[src/rtl/btn_pkg.sv]
// Shared types and channel indices for the push-button front end.
package btn_pkg;

  typedef enum logic [1:0] {
    IDLE         = 2'd0,
    PRESS_WAIT   = 2'd1,
    HELD         = 2'd2,
    RELEASE_WAIT = 2'd3
  } btn_state_t;

  localparam int unsigned BTN_SELECT = 0;
  localparam int unsigned BTN_MOVE   = 1;
  localparam int unsigned BTN_ATTACK = 2;

endpackage

[src/rtl/btn_channel.sv]
// One button: 2-flop synchronizer, debounce FSM and registered level/press/release outputs.
// Optional auto-repeat of press pulses while held when BTN_REPEAT_EN is defined.
module btn_channel
  import btn_pkg::*;
#(
  parameter int unsigned DEBOUNCE_CYCLES = 500000,
  parameter bit          ACTIVE_LOW      = 1'b1,
  parameter int unsigned REPEAT_DELAY    = 25000000,
  parameter int unsigned REPEAT_PERIOD   = 10000000
) (
  input  logic clk,
  input  logic rst,
  input  logic raw_i,
  output logic level_o,
  output logic press_o,
  output logic release_o
);

  localparam int unsigned   CNT_W    = $clog2(DEBOUNCE_CYCLES);
  localparam logic [CNT_W-1:0] CNT_ONE  = CNT_W'(1);
  localparam logic [CNT_W-1:0] CNT_LAST = CNT_W'(DEBOUNCE_CYCLES - 1);

  logic             sync1_q, sync2_q, s;
  btn_state_t       state_q, state_d;
  logic [CNT_W-1:0] cnt_q, cnt_d;
  logic             press_evt, release_evt, rep_evt;
  logic             pend_press_q, pend_release_q;
  logic             level_q, press_q, release_q;

  always_ff @(posedge clk or posedge rst) begin
    if (rst) begin
      sync1_q <= ACTIVE_LOW;
      sync2_q <= ACTIVE_LOW;
    end else begin
      sync1_q <= raw_i;
      sync2_q <= sync1_q;
    end
  end

  assign s = sync2_q ^ ACTIVE_LOW;

  always_ff @(posedge clk or posedge rst) begin
    if (rst) begin
      state_q <= IDLE;
      cnt_q   <= '0;
    end else begin
      state_q <= state_d;
      cnt_q   <= cnt_d;
    end
  end

  // Counter is reloaded on every state change so it never needs to wrap.
  always_comb begin
    state_d     = state_q;
    cnt_d       = cnt_q;
    press_evt   = 1'b0;
    release_evt = 1'b0;
    unique case (state_q)
      IDLE: begin
        if (s) begin
          state_d = PRESS_WAIT;
          cnt_d   = CNT_ONE;
        end
      end
      PRESS_WAIT: begin
        if (!s) begin
          state_d = IDLE;
          cnt_d   = '0;
        end else if (cnt_q == CNT_LAST) begin
          state_d   = HELD;
          cnt_d     = '0;
          press_evt = 1'b1;
        end else begin
          cnt_d = cnt_q + CNT_ONE;
        end
      end
      HELD: begin
        if (!s) begin
          state_d = RELEASE_WAIT;
          cnt_d   = CNT_ONE;
        end
      end
      RELEASE_WAIT: begin
        if (s) begin
          state_d = HELD;
          cnt_d   = '0;
        end else if (cnt_q == CNT_LAST) begin
          state_d     = IDLE;
          cnt_d       = '0;
          release_evt = 1'b1;
        end else begin
          cnt_d = cnt_q + CNT_ONE;
        end
      end
      default: begin
        state_d = IDLE;
        cnt_d   = '0;
      end
    endcase
  end

`ifdef BTN_REPEAT_EN
  localparam int unsigned REP_MAX = (REPEAT_DELAY > REPEAT_PERIOD) ? REPEAT_DELAY : REPEAT_PERIOD;
  localparam int unsigned REP_W   = (REP_MAX > 1) ? $clog2(REP_MAX) : 1;
  localparam logic [REP_W-1:0] REP_DELAY_LAST  = REP_W'(REPEAT_DELAY - 1);
  localparam logic [REP_W-1:0] REP_PERIOD_LAST = REP_W'(REPEAT_PERIOD - 1);

  logic [REP_W-1:0] rep_cnt_q, rep_cnt_d;
  logic             rep_first_q, rep_first_d;

  always_ff @(posedge clk or posedge rst) begin
    if (rst) begin
      rep_cnt_q   <= '0;
      rep_first_q <= 1'b1;
    end else begin
      rep_cnt_q   <= rep_cnt_d;
      rep_first_q <= rep_first_d;
    end
  end

  // Counts only while staying in HELD; any other cycle rearms the initial delay.
  always_comb begin
    rep_cnt_d   = rep_cnt_q;
    rep_first_d = rep_first_q;
    rep_evt     = 1'b0;
    if (state_q == HELD && s) begin
      if (rep_cnt_q == (rep_first_q ? REP_DELAY_LAST : REP_PERIOD_LAST)) begin
        rep_evt     = 1'b1;
        rep_cnt_d   = '0;
        rep_first_d = 1'b0;
      end else begin
        rep_cnt_d = rep_cnt_q + REP_W'(1);
      end
    end else begin
      rep_cnt_d   = '0;
      rep_first_d = 1'b1;
    end
  end
`else
  assign rep_evt = 1'b0;
`endif

  always_ff @(posedge clk or posedge rst) begin
    if (rst) begin
      pend_press_q   <= 1'b0;
      pend_release_q <= 1'b0;
      level_q        <= 1'b0;
      press_q        <= 1'b0;
      release_q      <= 1'b0;
    end else begin
      pend_press_q   <= press_evt | rep_evt;
      pend_release_q <= release_evt;
      level_q        <= (state_q == HELD) || (state_q == RELEASE_WAIT);
      press_q        <= pend_press_q;
      release_q      <= pend_release_q;
    end
  end

  assign level_o   = level_q;
  assign press_o   = press_q;
  assign release_o = release_q;

endmodule

[src/rtl/button_conditioner.sv]
// Conditions N_BTN raw push-buttons into clean level, press and release signals.
// Auto-repeat of press pulses is built only when BTN_REPEAT_EN is defined.
module button_conditioner
  import btn_pkg::*;
#(
  parameter int unsigned N_BTN           = 3,
  parameter int unsigned DEBOUNCE_CYCLES = 500000,
  parameter bit          ACTIVE_LOW      = 1'b1,
  parameter int unsigned REPEAT_DELAY    = 25000000,
  parameter int unsigned REPEAT_PERIOD   = 10000000
) (
  input  logic             clk,
  input  logic             rst,
  input  logic [N_BTN-1:0] btn_raw_i,
  output logic [N_BTN-1:0] btn_level_o,
  output logic [N_BTN-1:0] btn_press_o,
  output logic [N_BTN-1:0] btn_release_o
);

  for (genvar g = 0; g < N_BTN; g++) begin : g_ch
    btn_channel #(
      .DEBOUNCE_CYCLES(DEBOUNCE_CYCLES),
      .ACTIVE_LOW     (ACTIVE_LOW),
      .REPEAT_DELAY   (REPEAT_DELAY),
      .REPEAT_PERIOD  (REPEAT_PERIOD)
    ) u_ch (
      .clk      (clk),
      .rst      (rst),
      .raw_i    (btn_raw_i[g]),
      .level_o  (btn_level_o[g]),
      .press_o  (btn_press_o[g]),
      .release_o(btn_release_o[g])
    );
  end

endmodule

[config.mk]
export PLATFORM = sky130hd
export DESIGN_NAME = button_conditioner
export DESIGN_NICKNAME = d
export VERILOG_FILES = /design/src/rtl/btn_pkg.sv /design/src/rtl/btn_channel.sv /design/src/rtl/button_conditioner.sv
export SDC_FILE = /design/constraint.sdc
export NUM_CORES = 1
export LEC_CHECK = 0
export BUFFER_PORTS_ARGS = -buffer_cell sky130_fd_sc_hd__buf_2
export CAP_MARGIN = 20
export CORE_MARGIN = 2
export CORE_UTILIZATION = 48
export CTS_CLUSTER_DIAMETER = 30
export DETAILED_ROUTE_END_ITERATION = 7
export GPL_ROUTABILITY_DRIVEN = 0
export SYNTH_ARGS = -nofsm -noshare
export SYNTH_HDL_FRONTEND = slang
export SYNTH_SLANG_ARGS = --single-unit
[constraint.sdc]
create_clock -name clk -period 2.9 [get_ports clk]
set_input_delay 0.29 -clock clk [delete_from_list [all_inputs] [get_ports clk]]
set_output_delay 0.29 -clock clk [all_outputs]
set_load 0.1 [all_outputs]
Word level (Yosys, flattened, before mapping). Index checks and enable logic that the tools add are counted.

Input port bits: 5. Flip-flop bits (word level): 84.

Reduce and logical (&&, ||, !) cells: 12. Multiplexer cells: 54. Add/sub/neg operators: 3. Equality and inequality tests: 24.

Operator list (number): two-way mux 19 bit (15); case mux 19 bit (4 select lines) (3); adder 19 x 1 -> 19 bit, second input constant (3); == test 19 bit, second input constant (3); two-way mux 2 bit (18); case mux 2 bit (4 select lines) (3); two-way mux 1 bit (15); == test 2 bit, second input constant (6); AND reduction 4 bit (3); inequality test 3 x 1 -> 1 bit, second input constant (3); inequality test 3 bit, second input constant (3); == test 2 x 1 -> 1 bit, second input constant (3); logical NOT 2 bit (3); inequality test 2 x 1 -> 1 bit, second input constant (3); inequality test 2 bit, second input constant (3); AND reduction 2 bit (3); logical OR 1 bit (3).

Longest topological paths before layout.
Depth after elaboration: 4. Depth in mapped cells: 7. Mapped depth without buffers: 6.

Cells and area by module. A second synthesis with hierarchy kept.

Cells, all modules: 440. Area, all modules: 4275.4 um^2.

Modules (own cells, without submodules): btn_channel at g_ch[0].u_ch (cells an instance 151, area each 1458.9 um^2, instances 1, sequential area each 703.2 um^2); btn_channel at g_ch[1].u_ch (cells an instance 146, area each 1418.9 um^2, instances 1, sequential area each 703.2 um^2); btn_channel at g_ch[2].u_ch (cells an instance 143, area each 1397.6 um^2, instances 1, sequential area each 703.2 um^2).

Worst setup path after synthesis. Ideal clock, no wire load.

Path type: register to register. From: register g_ch[0].u_ch.cnt_q[5]. To: register with a tool-made name. Setup time: 125 ps. Required time: 2775 ps. Cell stages (with the launch flop): 6. Setup slack: 860 ps. Data arrival time: 1916 ps. Cells stage by stage: dfrtp_1 -> or4b_1 -> or4_4 -> nor4b_4 -> nand2_2 -> mux2i_1.

RTL lines: start, declared (line btn_channel.sv:25) `logic [CNT_W-1:0] cnt_q, cnt_d;`; start signal, assigned (line btn_channel.sv:48) `cnt_q <= cnt_d;`.

Final worst setup path.
From: register g_ch[1].u_ch.cnt_q[0]. To: register g_ch[1].u_ch.cnt_q[14].

Longest elaborated chain between the ends: 4.

Ends and longest elaborated chain: start, declared (line btn_channel.sv:25); start signal, assigned (line btn_channel.sv:48); adder 19 x 1 -> 19 bit or == test 19 bit (tied branches); two-way mux 19 bit * (line btn_channel.sv:69, btn_channel.sv:87); two-way mux 19 bit (on tied branches) (line btn_channel.sv:84, btn_channel.sv:66); case mux 19 bit (4 select lines) * (line btn_channel.sv:58) `unique case (state_q)`.

Every way passes the cells marked *; elsewhere a longest branch is shown, timed or not. A chain may end at the register's enable or synchronous reset.

==> flow_metrics.env <==
export IMPL_synth_xor_area_share_pct=1.84
export IMPL_slew_headroom_pct=48.5
export IMPL_tns_ns=0
export IMPL_cts_clk_slew_worst_paths_ns=0.09
export IMPL_cts_root_buf="clkbuf_8"
export IMPL_postCtsSetupRepairBufs=0
export IMPL_chipWidth_um=98.5
export IMPL_clk_path_buf_depth=2
export IMPL_reg2reg_from="g_ch[1].u_ch.cnt_q[0]"
export IMPL_required_ns=3.14
export IMPL_post_route_drc_count=0
export IMPL_crit_fanout=9
export IMPL_area_delta_synth_final_pct=7.97
export IMPL_grt_pass1_vias=3319
export IMPL_grt_pass1_wl_mm=15.5
export IMPL_ys_warn_count=0
export IMPL_hold_buffers=0
export IMPL_setup_viol=0
export IMPL_muxShareOfSynthArea_pct=2.66
export IMPL_path_class="flip-flop to flip-flop"
export IMPL_clock_skew_ns=0.0114
export IMPL_reg2reg_to="g_ch[1].u_ch.cnt_q[14]"
export IMPL_dp_hpwl_mm=6.13
export IMPL_io_buffers=13
export IMPL_vias_per_cell=5.85
export IMPL_ir_drop_mv=0.280
export IMPL_cts_made_buffers=9
export IMPL_vias=3374
export IMPL_cp_top_family="compound AO/OA/AOI/OAI gates"
export IMPL_initial_utilization_pct=49.4
export IMPL_syn_num_nets=467
export IMPL_power_mw=2.62
export IMPL_multi_input_area_um2=1970
export IMPL_power_density_nw_per_um2=567
export IMPL_p_leak_nw=2.01
export IMPL_cp_cell_sequence="ha_1 -> and4_1 -> nand2_1 -> o21ai_1 -> buf_4 -> o21ai_0 -> mux2_2"
export IMPL_cpPeakStageDelay_ns=0.46
export IMPL_diodes=0
export IMPL_synthArstFlopShare_pct=100
export IMPL_core_region_area_um2=8680
export IMPL_final_min_clock_period_ns=2.28
export IMPL_fmax_mhz=438
export IMPL_fin_crit_sh_pct=78.7
export IMPL_cts_sinks=84
export IMPL_cap_violations=0
export IMPL_std_cell_rows=34
export IMPL_finalWirelength_mm=8.93
export IMPL_fin_util_pct=53.3
export IMPL_r2r_slack_ns=0.62
export IMPL_cp_num_buf_inv=1
export IMPL_fillers=809
export IMPL_ys_seq_area_share_pct=49.2
export IMPL_synth_top_cell_by_area="dfrtp_1"
export IMPL_final_antenna_net_count=0
export IMPL_synth_area_top_cells="dfrtp_1 (46%), nand2_1 (4.4%), nand3_1 (4.1%)"
export IMPL_final_common_cell="dfrtp_1"
export IMPL_rsz0062_at_grt="false"
export IMPL_synth_edf_count=0
export IMPL_syn_area_um2=4290
export IMPL_synth_ff_latch_count=84
export IMPL_tritoncts="built"
export IMPL_synth_area_per_cell_um2=9.34
export IMPL_firstDrtPassIters=4
export IMPL_boundaryPins=14
export IMPL_die_area_um2=9700
export IMPL_ys_flop_type="dfrtp_1"
export IMPL_post_place_ws_ns=0.688
export IMPL_status="finished, final reports clean"
export IMPL_maxSlewViolCount=0
export IMPL_drtIter0Drc=134
export IMPL_grt_max_degree=44
export IMPL_seq_area_um2=2110
export IMPL_wire_per_inst_um=15.5
export IMPL_yosys_area_share_simple_pct=27.6
export IMPL_synth_compound_area_share_pct=12.9
export IMPL_worstMarginPinSlew_ns=0.769
export IMPL_synth_top_family_by_area="simple AND/OR/NAND/NOR gates"
export IMPL_layout_common_cells="dfrtp_1 (78), nand2_1 (50), nand3_1 (35)"
export IMPL_die_y_um=98.5
export IMPL_antenna_found_initial=0
export IMPL_ctsResizeCount=0
export IMPL_htree_levels=3
export IMPL_reg2regPathDepth=7
export IMPL_syn_inst=459
export IMPL_cp_arrival_ns=2.52
export IMPL_yosysTopAreaCellShare_pct=45.5
export IMPL_clock_latency_ns=0.35
export IMPL_worstSetupEndpointType="flip-flop"
export IMPL_hold_path_class="primary input to asynchronous set/reset pin"
export IMPL_fin_nets=472
export IMPL_synth_adder_area_share_pct=0.876
export IMPL_fin_ws_ns=0.617
export IMPL_grt_use_total_pct=19.5
export IMPL_grt_overflow=0
export IMPL_synthDistinctLibCells=52
export IMPL_finalHoldViolations=0
export IMPL_cp_slowest_cell="o21ai_1"
export IMPL_drive_gt1_share_pct=11.5
export IMPL_crit_path_start_kind="flip-flop"
power by group:
group	internal, mW	switching [mW]
registers	1.22	0.0626
logic	0.143	0.318
clock network	0.429	0.449
total	1.79	0.829
through the flow:
step	std cells	instance area [µm²]	hold slack (ns)
after CTS	577	4630	0.0147
after detailed placement	561	4420	0.336
after global routing	577	4630	0.0106
after global placement	561	4420	0.332
after floorplan	459	4290	0.294
final	577	4630	0.0264
synthesized netlist by cell type, drive strengths merged (4+ instances only):
master and n:
a21oi 23, inv 20, o21ai 43, and2 7, mux2i 8, nand4 16, a22o 5, nand2 51
buf 10, and3 12, xor2 4, xnor2 5, a21o 9, nand3 35, or2 5, nor4 8
o21a 6, and4 9, dfstp 6, dfrtp 78, nor3 14, or3 18, clkbuf 16, nor2 18
worst reg2reg max path, cell delays in order (launching register included):
cell and delay [ns]:
dfrtp_1 0.42, ha_1 0.26, and4_1 0.32, nand2_1 0.10, o21ai_1 0.46, buf_4 0.26
o21ai_0 0.09, mux2_2 0.27
cell families (layout without fill, tap and decap cells):
kind of cell / count (synthesis) / in the layout
flops: 84 / 84
fa+ha+maj: 3 / 3
xor+xnor: 9 / 9
buf+inv: 46 / 56
compound gates: 95 / 95
simple gates: 211 / 211
mux: 11 / 11
layout make-up:
class / count / share of cell area (%)
Clock buffer: 10 / 2.97
Clock inverter: 6 / 1.54
Inverter: 20 / 1.65
Multi-Input combinational cell: 329 / 42.5
Sequential cell: 84 / 45.6
Tap cell: 108 / 2.92
Timing Repair Buffer: 20 / 2.81
flip-flops by register name, summed over array words and instances (netlist names), named ones only:
register                  cells
g_ch.u_ch.state_q             3
g_ch.u_ch.cnt_q              57
g_ch.u_ch.pend_release_q      3
g_ch.u_ch.sync2_q             3
g_ch.u_ch.sync1_q             3
g_ch.u_ch.release_o           3
g_ch.u_ch.level_o             3
g_ch.u_ch.pend_press_q        3
g_ch.u_ch.press_o             3
worst max-delay path by stage:
| stage | start | endpoint | depth (start not counted) | slack (ns) |
|---|---|---|---|---|
| global route | g_ch[1].u_ch.cnt_q[0] | g_ch[1].u_ch.cnt_q[14] | 7 | 0.43 |
| global placement | flip-flop | g_ch[2].u_ch.cnt_q[14] | 6 | 0.72 |
| detailed placement | g_ch[1].u_ch.cnt_q[0] | g_ch[1].u_ch.cnt_q[14] | 7 | 0.69 |
| floorplan | rst | asynchronous set/reset pin | 1 | 0.45 |
| finish | g_ch[1].u_ch.cnt_q[0] | g_ch[1].u_ch.cnt_q[14] | 7 | 0.62 |
| CTS | g_ch[1].u_ch.cnt_q[0] | g_ch[1].u_ch.cnt_q[14] | 7 | 0.65 |
layer usage:
metal / up-vias / part of all wire, % / track usage [%] / wire length [µm]
met5: - / 0 / 0 / 0
met4: 0 / 1.7 / 6.95 / 154
met3: 15 / 3.0 / 2.91 / 269
met2: 59 / 48 / 32.1 / 4250
met1: 1638 / 48 / 26.5 / 4250
li1: 1662 / - / - / -
Power figures use the tool's default switching activity.
